<file path="config.mk">
export PLATFORM = sky130hd
export DESIGN_NAME = mmr_axil_read_slave_flat
export DESIGN_NICKNAME = d
export VERILOG_FILES = /design/src/rtl/mmr_axil_read_slave_if.sv /design/src/rtl/mmr_axil_read_slave.sv /design/src/flat_wrapper.sv
export SDC_FILE = /design/constraint.sdc
export NUM_CORES = 1
export LEC_CHECK = 0
export CAP_MARGIN = 5
export CORE_AREA = 2 2 227 229
export DETAILED_ROUTE_END_ITERATION = 12
export DIE_AREA = 0 0 229 231
export MAX_ROUTING_LAYER = met4
export PLACE_DENSITY = 0.35
export SLEW_MARGIN = 20
export SYNTH_ARGS = -nofsm -noshare
export SYNTH_HDL_FRONTEND = slang
export SYNTH_SLANG_ARGS = --single-unit
</file>
<file path="constraint.sdc">
create_clock -name clock -period 2.8 [get_ports clock]
set_input_delay 0.42 -clock clock [delete_from_list [all_inputs] [get_ports clock]]
set_output_delay 0.42 -clock clock [all_outputs]
set_load 0.02 [all_outputs]
</file>
<file path="src/rtl/mmr_axil_read_slave_if.sv">
// Register-file view shared between the AXI4-Lite read slave and its owner.
// Ports: data[i], 32 bits each; master modport reads, slave modport drives.
interface mmr_read_interface #(
  parameter int NREGS = 16
);
  logic [31:0] data [NREGS];

  modport master (input data);
  modport slave (output data);
endinterface

</file>
<file path="src/rtl/mmr_axil_read_slave.sv">
// AXI4-Lite read-only slave over NREGS 32-bit registers with read strobes.
// Ports: clock/reset, mmr register view, AR/R channels, rd_strobe pulses.
module mmr_axil_read_slave #(
  parameter int NREGS = 16,
  parameter int ADDR_WIDTH = 12
) (
  input  logic                  clock,
  input  logic                  reset,
  mmr_read_interface.master     mmr,
  input  logic [ADDR_WIDTH-1:0] s_axil_araddr,
  input  logic                  s_axil_arvalid,
  output logic                  s_axil_arready,
  output logic [31:0]           s_axil_rdata,
  output logic [1:0]            s_axil_rresp,
  output logic                  s_axil_rvalid,
  input  logic                  s_axil_rready,
  output logic [NREGS-1:0]      rd_strobe
);

  localparam int INDEX_WIDTH =
    (NREGS > 1) ? $clog2(NREGS) : 1;
  localparam int EXT_WIDTH = ADDR_WIDTH + INDEX_WIDTH;
  localparam logic [EXT_WIDTH-1:0] NREGS_EXT =
    EXT_WIDTH'(NREGS);
  localparam logic [1:0] OKAY = 2'b00;
  localparam logic [1:0] SLVERR = 2'b10;

  generate
    if (NREGS < 1 || NREGS > 1024 ||
        ADDR_WIDTH < $clog2(NREGS) + 2) begin : g_bad_cfg
      $error("mmr_axil_read_slave: illegal NREGS/ADDR_WIDTH");
    end
  endgenerate

  typedef enum logic {
    IDLE,
    RESP
  } state_t;

  state_t state_q;
  state_t state_d;

  logic [EXT_WIDTH-1:0]   word;
  logic [INDEX_WIDTH-1:0] index;
  logic                   in_range;
  logic                   ar_hs;
  logic [31:0]            sel_data;
  logic [NREGS-1:0]       strobe_d;

  // Zero-extended so the range test also sees every upper address
  // bit, and the index slice exists even for tiny address widths.
  assign word = {{INDEX_WIDTH{1'b0}}, s_axil_araddr} >> 2;
  assign index = word[INDEX_WIDTH-1:0];
  assign in_range = word < NREGS_EXT;
  assign ar_hs = s_axil_arvalid && s_axil_arready;

  always_comb begin
    sel_data = '0;
    if (in_range) begin
      sel_data = mmr.data[index];
    end
  end

  always_comb begin
    strobe_d = '0;
    for (int i = 0; i < NREGS; i++) begin
      if (ar_hs && in_range &&
          index == INDEX_WIDTH'(i)) begin
        strobe_d[i] = 1'b1;
      end
    end
  end

  always_comb begin
    state_d = state_q;
    s_axil_arready = 1'b0;
    s_axil_rvalid = 1'b0;
    unique case (state_q)
      IDLE: begin
        s_axil_arready = !reset;
        if (ar_hs) begin
          state_d = RESP;
        end
      end
      RESP: begin
        s_axil_rvalid = !reset;
        if (s_axil_rready) begin
          state_d = IDLE;
        end
      end
      default: state_d = IDLE;
    endcase
  end

  always_ff @(posedge clock) begin
    if (reset) begin
      state_q <= IDLE;
      s_axil_rdata <= '0;
      s_axil_rresp <= OKAY;
      rd_strobe <= '0;
    end else begin
      state_q <= state_d;
      rd_strobe <= strobe_d;
      // Response is captured only at the AR handshake, so it holds
      // through a stalled R channel regardless of register changes.
      if (ar_hs) begin
        s_axil_rdata <= sel_data;
        s_axil_rresp <= in_range ? OKAY : SLVERR;
      end
    end
  end

endmodule

</file>
<file path="src/flat_wrapper.sv">
// flat-port wrapper written by rule: the top's interface ports become plain ports
module mmr_axil_read_slave_flat 
#(
  parameter int NREGS = 16,
  parameter int ADDR_WIDTH = 12
)
  (clock, reset, s_axil_araddr, s_axil_arvalid, s_axil_arready, s_axil_rdata, s_axil_rresp, s_axil_rvalid, s_axil_rready, rd_strobe, mmr_data);
  mmr_read_interface #(.NREGS(NREGS)) mmr_i ();
  input  logic clock;
  input  logic reset;
  input  logic [ADDR_WIDTH-1:0] s_axil_araddr;
  input  logic s_axil_arvalid;
  output logic s_axil_arready;
  output logic [31:0] s_axil_rdata;
  output logic [1:0] s_axil_rresp;
  output logic s_axil_rvalid;
  input  logic s_axil_rready;
  output logic [NREGS-1:0] rd_strobe;
  input wire logic [$bits(mmr_i.data)-1:0] mmr_data;
  assign mmr_i.data = {>>{mmr_data}};
  mmr_axil_read_slave #(.NREGS(NREGS), .ADDR_WIDTH(ADDR_WIDTH)) u_core (.clock(clock), .reset(reset), .mmr(mmr_i), .s_axil_araddr(s_axil_araddr), .s_axil_arvalid(s_axil_arvalid), .s_axil_arready(s_axil_arready), .s_axil_rdata(s_axil_rdata), .s_axil_rresp(s_axil_rresp), .s_axil_rvalid(s_axil_rvalid), .s_axil_rready(s_axil_rready), .rd_strobe(rd_strobe));
endmodule
</file>
### Word-level counts from Yosys, hierarchy flattened

Index checks and enable logic that the tools add are counted.

| word-level totals | value |
|---|---|
| bits in registers | 51 |
| bits in latches | 0 |
| memory bits (writable) | 0 |
| bits in read-only memories | 0 |
| input port bits | 528 |
| output and inout bits | 52 |
| word-level logic and storage cells | 69 |
| memories | 0 |

| cells by class | value |
|---|---|
| add/sub/neg operators | 0 |
| $mul | 0 |
| divide/modulo/power cells | 0 |
| magnitude comparators | 2 |
| eq/ne operators | 15 |
| shift operators | 0 |
| muxes and demuxes | 26 |
| bitwise gates (word level) | 2 |
| reduce and logical (&&, ||, !) cells | 20 |

Operator list:

| kind | count |
|---|---|
| $bmux 32 s4 | 1 |
| $mux 32 | 3 |
| $eq 4x4->1 const B | 8 |
| $mux 1 | 20 |
| $logic_and 1x1->1 | 18 |
| $eq 4x3->1 const B | 4 |
| $lt 10x5->1 const B | 1 |
| $eq 4x2->1 const B | 2 |
| $ge 5x5->1 const B | 1 |
| $not 4->5 | 1 |
| $eq 4x1->1 const B | 1 |
| $logic_not 4->1 | 1 |
| $mux 2 | 1 |
| $pmux 1 s2 | 1 |
| $logic_not 1->1 | 1 |
| $not 1->1 | 1 |

### Longest topological paths before layout

Gate-level depths: netlist of run 1.

| depth | value |
|---|---|
| depth after elaboration | 6 |
| gate-level depth with buffers | 6 |
| gate-level depth less buffers | 3 |

### Worst setup path before layout of run 1

No wires, ideal clock.

| path | value |
|---|---|
| path type | input to register |
| start point | input port s_axil_araddr[3] |
| end point | register u_core.s_axil_rdata[0] |
| setup time | 0.138 ns |
| arrival time | 1.585 ns |
| required time | 2.662 ns |
| path slack | 1.078 ns |
| stages | 6 |
| path buffers | 3 |
| path through | buf_6 > buf_6 > buf_6 > mux4_2 > mux2i_1 > o221ai_1 |

| on the way | value |
|---|---|
| cells in the longest elaborated chain, start to end | 5 |
| elaborated cells on any way between the ends | 6 |
| those cells by class | order compare: 1; mux: 4; bitwise: 1 |

RTL lines:

| item | RTL line | source |
|---|---|---|
| start: declaration | flat_wrapper.sv:11 | `input logic [ADDR_WIDTH-1:0] s_axil_araddr;` |
| $not 4->5 (implied by the code) | mmr_axil_read_slave.sv:60 | `sel_data = mmr.data[index];` |
| $bmux 32 s4 | mmr_axil_read_slave.sv:60 |  |
| $mux 32 (implied by the code) (2 in a row) | mmr_axil_read_slave.sv:60 |  |
| $mux 32 (*) | mmr_axil_read_slave.sv:59 | `if (in_range) begin` |
| end signal: assignment | mmr_axil_read_slave.sv:107 | `s_axil_rdata <= sel_data;` |
| end: declaration | mmr_axil_read_slave.sv:13 | `output logic [31:0] s_axil_rdata,` |

Every way passes the cells marked *; elsewhere a longest branch is shown, timed or not. The select of a mux whose other input is x is not followed.
A chain may end at the register's enable or synchronous reset.

### Worst setup path after layout of run 1

| path | value |
|---|---|
| start point | input port s_axil_araddr[6] |
| end point | register u_core.s_axil_rdata[30] |

| on the way | value |
|---|---|
| cells in the longest elaborated chain, start to end | 2 |

RTL lines:

| item | RTL line | source |
|---|---|---|
| $lt 10x5->1 | mmr_axil_read_slave.sv:54 | `assign in_range = word < NREGS_EXT;` |
| $mux 32 | mmr_axil_read_slave.sv:59 |  |

No other way between the ends.

==> results of run 1 <==
placed cells by master, fill, tap and decap left out, drive strengths merged:
cell type / count
nor2: 2
mux2i: 64
nand4b: 1
a21oi: 2
nand4: 1
nand2b: 4
nor2b: 1
o221ai: 32
dfxtp: 50
clkdlybuf4s50: 572
nor3: 12
nor3b: 1
a21o: 1
nor4: 5
mux4: 128
nand2: 2
buf: 36
clkinv: 1
clkbuf: 6
conb: 1
inv: 3
nand3b: 32
diode: 2
synthesized netlist by cell type (all sizes together):
master  instances
nand4           1
nor2b           1
mux4          128
nand2           2
mux2i          64
nor4            5
nor3           12
nor3b           1
dfxtp          50
nand3b         32
nand2b          4
conb            1
clkbuf         24
a21o            1
nor2            2
a21oi           2
inv             1
o221ai         32
nand4b          1
buf            30
layer usage:
metal,global-route usage,wire length [um],share of wire,up-vias
li1,-,-,-,2870
met1,0.1528,14330,0.39,3067
met3,0.03829,2841,0.078,14
met2,0.2456,18870,0.52,322
met5,-,0,0,-
met4,0.02090,306,0.0084,0
kinds of logic after synthesis:
family                 share of synthesized area
AOI/OAI and AO/OA                        0.05399
buffers and inverters                    0.05241
DFF                                       0.1815
muxes                                     0.6388
other                                  0.0006799
and+or+nand+nor                          0.07260
stage by stage:
| stage | power (mW) | instances | area [um^2] | setup WS (ps) | utilization |
|---|---|---|---|---|---|
| after floorplan | 1.293 | 394 | 5515 | 1078 | - |
| after global placement | 2.226 | 1629 | 12170 | 459.5 | 0.2401 |
| after detailed placement | 2.228 | 1629 | 12170 | 464.8 | 0.2401 |
| after CTS | 2.977 | 1637 | 12320 | 799.6 | 0.2432 |
| after global routing | 3.056 | 1639 | 12330 | 598.0 | 0.2433 |
| final | 2.884 | 1639 | 12330 | 812.6 | 0.2433 |
layout make-up:
cell class | instances | area [um^2] | share of cell area
repair buffers | 609 | 6086 | 0.4937
multi-input cells | 289 | 4228 | 0.3429
flip-flops and latches | 50 | 1001 | 0.08119
well taps | 680 | 850.8 | 0.06901
clock buffers | 5 | 125.1 | 0.01015
clock inverters | 3 | 28.78 | 0.002334
diodes | 2 | 5.005 | 0.0004060
inverters | 1 | 3.754 | 0.0003045
flip-flops by register name, summed over array words and instances, names as in the netlist:
register	cells
u_core.rd_strobe	16
u_core.state_q	1
u_core.s_axil_rdata	32
u_core.s_axil_rresp	1
worst max path at each step:
stage	to	slack, ps	cells past startpoint
final	u_core.s_axil_rdata[30]	810	5
after global routing	u_core.rd_strobe[12]	600	5
after CTS	u_core.s_axil_rdata[30]	800	5
after detailed placement	u_core.s_axil_rdata[0]	460	5
after global placement	u_core.s_axil_rdata[0]	460	5
after floorplan	u_core.s_axil_rdata[0]	1080	6
critical path, stage by stage:
cell and delay, ps:
clkdlybuf4s50_1 440, nor4_1 590, nand4_1 160, buf_4 340
o221ai_1 250
power by group:
part | total (mW) | internal, mW | switching [mW]
clock network | 0.701 | 0.345 | 0.355
registers | 0.716 | 0.714 | 0.00254
logic | 1.47 | 1.04 | 0.430
total | 2.88 | 2.10 | 0.788
==> metrics.md, run 1 <==
| Metric | Value |
|---|---|
| Final number of max-transition violations | `0` |
| Portion of synthesized cell area occupied by the leading cell type | `0.5227` |
| Number of cells on the worst reg-to-reg path | `4` |
| Final net count | `about 1,500` |
| Final critical-path required period | `1987 ps` |
| Endpoint arrival time on the critical path | `~2200 ps` |
| Part of the Yosys area used for sequential elements | `0.1815` |
| Antenna violations before repair | `2` |
| Leftover overflow at the end of global routing | `0` |
| Synthesized net count | `922` |
| DIE HEIGHT | `231 um` |
| Mean cell area of the mapped netlist | `14.00 um^2` |
| Largest net degree at the start of global routing | `51` |
| Worst slew pin tran | `643.0 ps` |
| Global-route wire length before repair | `51,070 um` |
| Number of warning messages in the yosys log | `0` |
| Root buffer cell | `clkbuf_16` |
| Clock input transition at the sequential cells of the worst setup and hold paths | `~80 ps` |
| Post-Route WL | `36,350 um` |
| Peak Freq | `503.2 MHz` |
| Slew Limit Headroom | `0.5674` |
| Hold wc startpoint | `u_core.s_axil_rresp[1]` |
| Vias in the first global route | `7,320` |
| Global-route usage over all layers | `0.1366` |
| Setup slack of the worst register-to-register path | `1210 ps` |
| Via count of the routed design | `6,273` |
| Vias/cell | `3.827` |
| Setup TNS | `0 ps` |
| I/O pin total | `580` |
| Post-synthesis instance total | `394` |
| CP endpoint kind | `register` |
| Htree depth | `2` |
| Required time of the critical path | `between 3000 and 4000 ps` |
| Num CTS Buffers | `5` |
| Clock tree from TritonCTS | `yes` |
| Area growth, synth to finish | `123.5%` |
| Power Dens Cells | `234.0 nW/um^2` |
| Worst setup startpoint | `s_axil_araddr[6]` |
| Worst clock skew on the final layout | `2.856 ps` |
| Final worst hold slack | `466.3 ps` |
| Wire length per cell after detailed routing | `22.18 um` |
| WHS Path Cells | `2` |
| Number of failing setup endpoints in the final timing report | `0` |
| Max-cap viol count | `0` |
| Cell type contributing the most total cell area after synthesis | `mux4_2` |
| Endpoint of the worst-slack reg-to-reg timing path | `u_core.s_axil_rresp[1]` |
| Hold EP | `u_core.s_axil_rresp[1]` |
| Period utilization | `0.7098` |
| Number of gates resized after cts | `0` |
| Share of final-layout standard cells stronger than drive strength 1 | `0.1818` |
| Number of distinct standard cells referenced by the synthesized netlist | `23` |
| Hpwl dp | `30,580 um` |
| Clk sinks | `50` |
| Setup fix buffers added after clock tree synthesis | `0` |
| Area contributors post-synth | `mux4_2 52%, dfxtp_1 18%, mux2i_1 12%` |
| Fill cell total of the finished layout | `between 5,000 and 6,000` |
| Maximum net fanout on the critical path | `40` |
| Leakage power figure | `roughly 4.3 nW` |
| Worst flop-to-flop path startpoint | `u_core.state_q` |
| Die Area | `52,900 um^2` |
| RSZ-0062 raised after global routing | `no` |
| Worst ir drop on vdd | `0.0002205 V` |
| Detailed-routing iteration count for the pre-antenna-repair pass | `4` |
| Initial cell density of the core | `0.1088` |
| Path type of the worst min-delay path | `reg2reg` |
| Final Hold Viols | `0` |
| Row count | `83` |
| Die width | `between 200 and 250 um` |
| CTS Hold Bufs | `0` |
| Worst Setup Start Kind | `input pin` |
| First-iteration detailed-routing DRC count | `178` |
| FF+latch count, synth | `50` |
| Status | `finished clean` |
| Area of the mapped netlist | `between 5000 and 6000 um^2` |
| Kind of critical path | `in2reg` |
| Routability cong. | `0.8306` |
| Clock tree buffer depth | `2` |
| Area of the placeable core | `50,680 um^2` |
| Port-buffer cells | `576` |
| DRC violation count after routing | `0` |
| Post-DRT Antenna Nets | `0` |
| Worst-Skew Late Latency | `310 ps` |
(Power assumes the default switching activity.)
==> run 2, diff against run 1 <==
--- a/config.mk
+++ b/config.mk
@@ -6,9 +6,9 @@
 export NUM_CORES = 1
 export LEC_CHECK = 0
 export CAP_MARGIN = 5
-export CORE_AREA = 2 2 227 229
+export CORE_AREA = 2 2 228 230
 export DETAILED_ROUTE_END_ITERATION = 12
-export DIE_AREA = 0 0 229 231
+export DIE_AREA = 0 0 230 232
 export MAX_ROUTING_LAYER = met4
 export PLACE_DENSITY = 0.35
 export SLEW_MARGIN = 20
==> constraint.sdc (replaced) <==
create_clock -name clock -period 1.84 [get_ports clock]
set_input_delay 0.276 -clock clock [delete_from_list [all_inputs] [get_ports clock]]
set_output_delay 0.276 -clock clock [all_outputs]
set_load 0.02 [all_outputs]
==> metrics.md, run 2 (synthesis results as in run 1) <==
| Metric | Value |
|---|---|
| Endpoint of the worst-slack reg-to-reg timing path | `u_core.s_axil_rdata[20]` |
| Final worst hold slack | `roughly 450 ps` |
| Row count | `83` |
| Setup slack of the worst register-to-register path | `approximately 450 ps` |
| Num CTS Buffers | `5` |
| Vias/cell | `3.869` |
| Post-Route WL | `36,270 um` |
| Clk sinks | `50` |
| Number of cells on the worst reg-to-reg path | `4` |
| Cell seen most often among critical-path stages | `buf_4` |
| Placed standard-cell area | `~12,000 um^2` |
| Final critical-path required period | `1676 ps` |
| Final net count | `1,496` |
| Most used cells in the layout excluding fill and tap cells | `571 x clkdlybuf4s50_1, 128 x mux4_2, 64 x mux2i_1` |
| Clock tree buffer depth | `2` |
| Detailed-routing iteration count for the pre-antenna-repair pass | `4` |
| Switching part of the total power | `0.2714` |
| Vias in the first global route | `between 7,000 and 8,000` |
| Initial cell density of the core | `0.1084` |
| Clock input transition at the sequential cells of the worst setup and hold paths | `80 ps` |
| Die Area | `53,360 um^2` |
| Most flop-heavy register | `u_core.s_axil_rdata` |
| Max stage delay cell, worst path | `clkdlybuf4s50_1` |
| Post-DRT Antenna Nets | `0` |
| Largest stage delay, worst path | `410 ps` |
| Area of all placed cells without fillers | `12,520 um^2` |
| Required time of the critical path | `2080 ps` |
| Root buffer cell | `clkbuf_16` |
| Period utilization | `0.9106` |
| Leakage power figure | `4.372 nW` |
| Global-route wire length before repair | `50,430 um` |
| Antenna violations before repair | `4` |
| Endpoint arrival time on the critical path | `about 1900 ps` |
| Sequential group share of total power | `0.246` |
| Power Dens Cells | `between 300 and 400 nW/um^2` |
| Proportion of power drawn by combinational gates | `0.515` |
| CP endpoint kind | `register` |
| Hold EP | `u_core.state_q` |
| Number of failing setup endpoints in the final timing report | `0` |
| Global-route usage over all layers | `0.1337` |
| Final Hold Viols | `0` |
| Via count of the routed design | `roughly 6,400` |
| Worst ir drop on vdd | `0.0003171 V` |
| Int Pwr | `3.230 mW` |
| Routability cong. | `between 0.8 and 0.9` |
| Worst clock skew on the final layout | `9.310 ps` |
| Die width | `about 230 um` |
| Maximum net fanout on the critical path | `21` |
| Post-route insts no fill | `1,653` |
| Max-cap viol count | `0` |
| Cell class contributing the biggest share of worst-path delay | `buffers and inverters` |
| Most common cell after layout, fill and taps aside | `clkdlybuf4s50_1` |
| I/O pin total | `580` |
| Worst flop-to-flop path startpoint | `u_core.state_q` |
| Worst path buffer plus inverter count | `3` |
| Leftover overflow at the end of global routing | `0` |
| Port-buffer cells | `roughly 580` |
| Path type of the worst min-delay path | `in2reg` |
| Setup TNS | `0 ps` |
| Worst-Skew Late Latency | `between 300 and 400 ps` |
| Share of final-layout standard cells stronger than drive strength 1 | `0.1920` |
| Worst Setup Start Kind | `input pin` |
| Kind of critical path | `in2reg` |
| DRC violation count after routing | `0` |
| Final number of max-transition violations | `0` |
| Largest net degree at the start of global routing | `41` |
| Clock tree from TritonCTS | `yes` |
| Hpwl dp | `30,810 um` |
| Setup fix buffers added after clock tree synthesis | `0` |
| DIE HEIGHT | `between 200 and 250 um` |
| Top flop regs | `u_core.s_axil_rdata x32, u_core.rd_strobe x16` |
| Count of placed standard cells including taps | `1,641` |
| WHS Path Cells | `3` |
| Htree depth | `2` |
| Clock group share of total power | `0.239` |
| Area of the placeable core | `~51,000 um^2` |
| Switching Power | `roughly 1.2 mW` |
| First-iteration detailed-routing DRC count | `roughly 210` |
| Hold wc startpoint | `reset` |
| Layout Utilization | `0.2461` |
| Total number of cells along the worst setup path | `6` |
| Wire length per cell after detailed routing | `around 22 um` |
| RSZ-0062 raised after global routing | `no` |
| Peak Freq | `roughly 600 MHz` |
| Largest register FFs | `32` |
| Area growth, synth to finish | `127.1%` |
| Cell-by-cell trace of the critical path | `clkdlybuf4s50_1 -> nor4_1 -> buf_4 -> nand4b_1 -> buf_4 -> o221ai_1` |
| Status | `finished clean` |
## run 2: cell types whose count changed in the layout (fill, tap and decap cells not counted), sizes merged
cell	change
dlymetal6s2s	+1
clkdlybuf4s50	-1
diode	+2
buf	+12
## run 2: tightest hold or removal path: stages
cell,delay (ps)
buf_2,130
buf_4,250
a21oi_1,60
## run 2: repair_timing
action | 4_1_cts | 5_1_grt
resized for setup | 0 | 1
hold buffers | 0 | 0
setup endpoints to repair | 0 | 1
## run 2: worst max-delay path by stage
stage                                start                      end
final                     s_axil_araddr[7]  u_core.s_axil_rdata[20]
after global routing        u_core.state_q           s_axil_arready
after CTS                   u_core.state_q            s_axil_rvalid
after detailed placement  s_axil_araddr[7]  u_core.s_axil_rdata[26]
after global placement    s_axil_araddr[7]  u_core.s_axil_rdata[28]
after floorplan           s_axil_araddr[3]   u_core.s_axil_rdata[0]
## run 2: power groups by stage
stage               Clock (mW)  Sequential (mW)  Combinational, mW
floorplan                    0             1.12              0.847
global placement             0             1.12               2.31
detailed placement           0             1.12               2.32
CTS                       1.17             1.09               2.33
global route              1.18             1.09               2.42
finish                    1.06             1.09               2.28
## run 2: layout make-up
cell class	instances	area, um^2
clock inverters	3	26.28
fillers	5431	38360
clock buffers	5	125.1
repair buffers	621	6279
diodes	4	10.01
inverters	1	3.754
well taps	680	850.8
multi-input cells	289	4228
flip-flops and latches	50	1001
## run 2: stage by stage
stage,setup slack (ps),total power [mW]
5_1_grt,78.32,4.695
6_report,164.4,4.433
3_3_place_gp,-193.3,3.428
3_5_place_dp,-155.4,3.434
4_1_cts,55.86,4.591
2_1_floorplan,261.6,1.967
## run 2: metal layers
metal	global-route usage	vias up	part of all wire
met1	0.1526	3150	0.39
met5	-	-	0
li1	-	2896	-
met3	0.03156	18	0.074
met4	0.02500	0	0.011
met2	0.2391	331	0.53
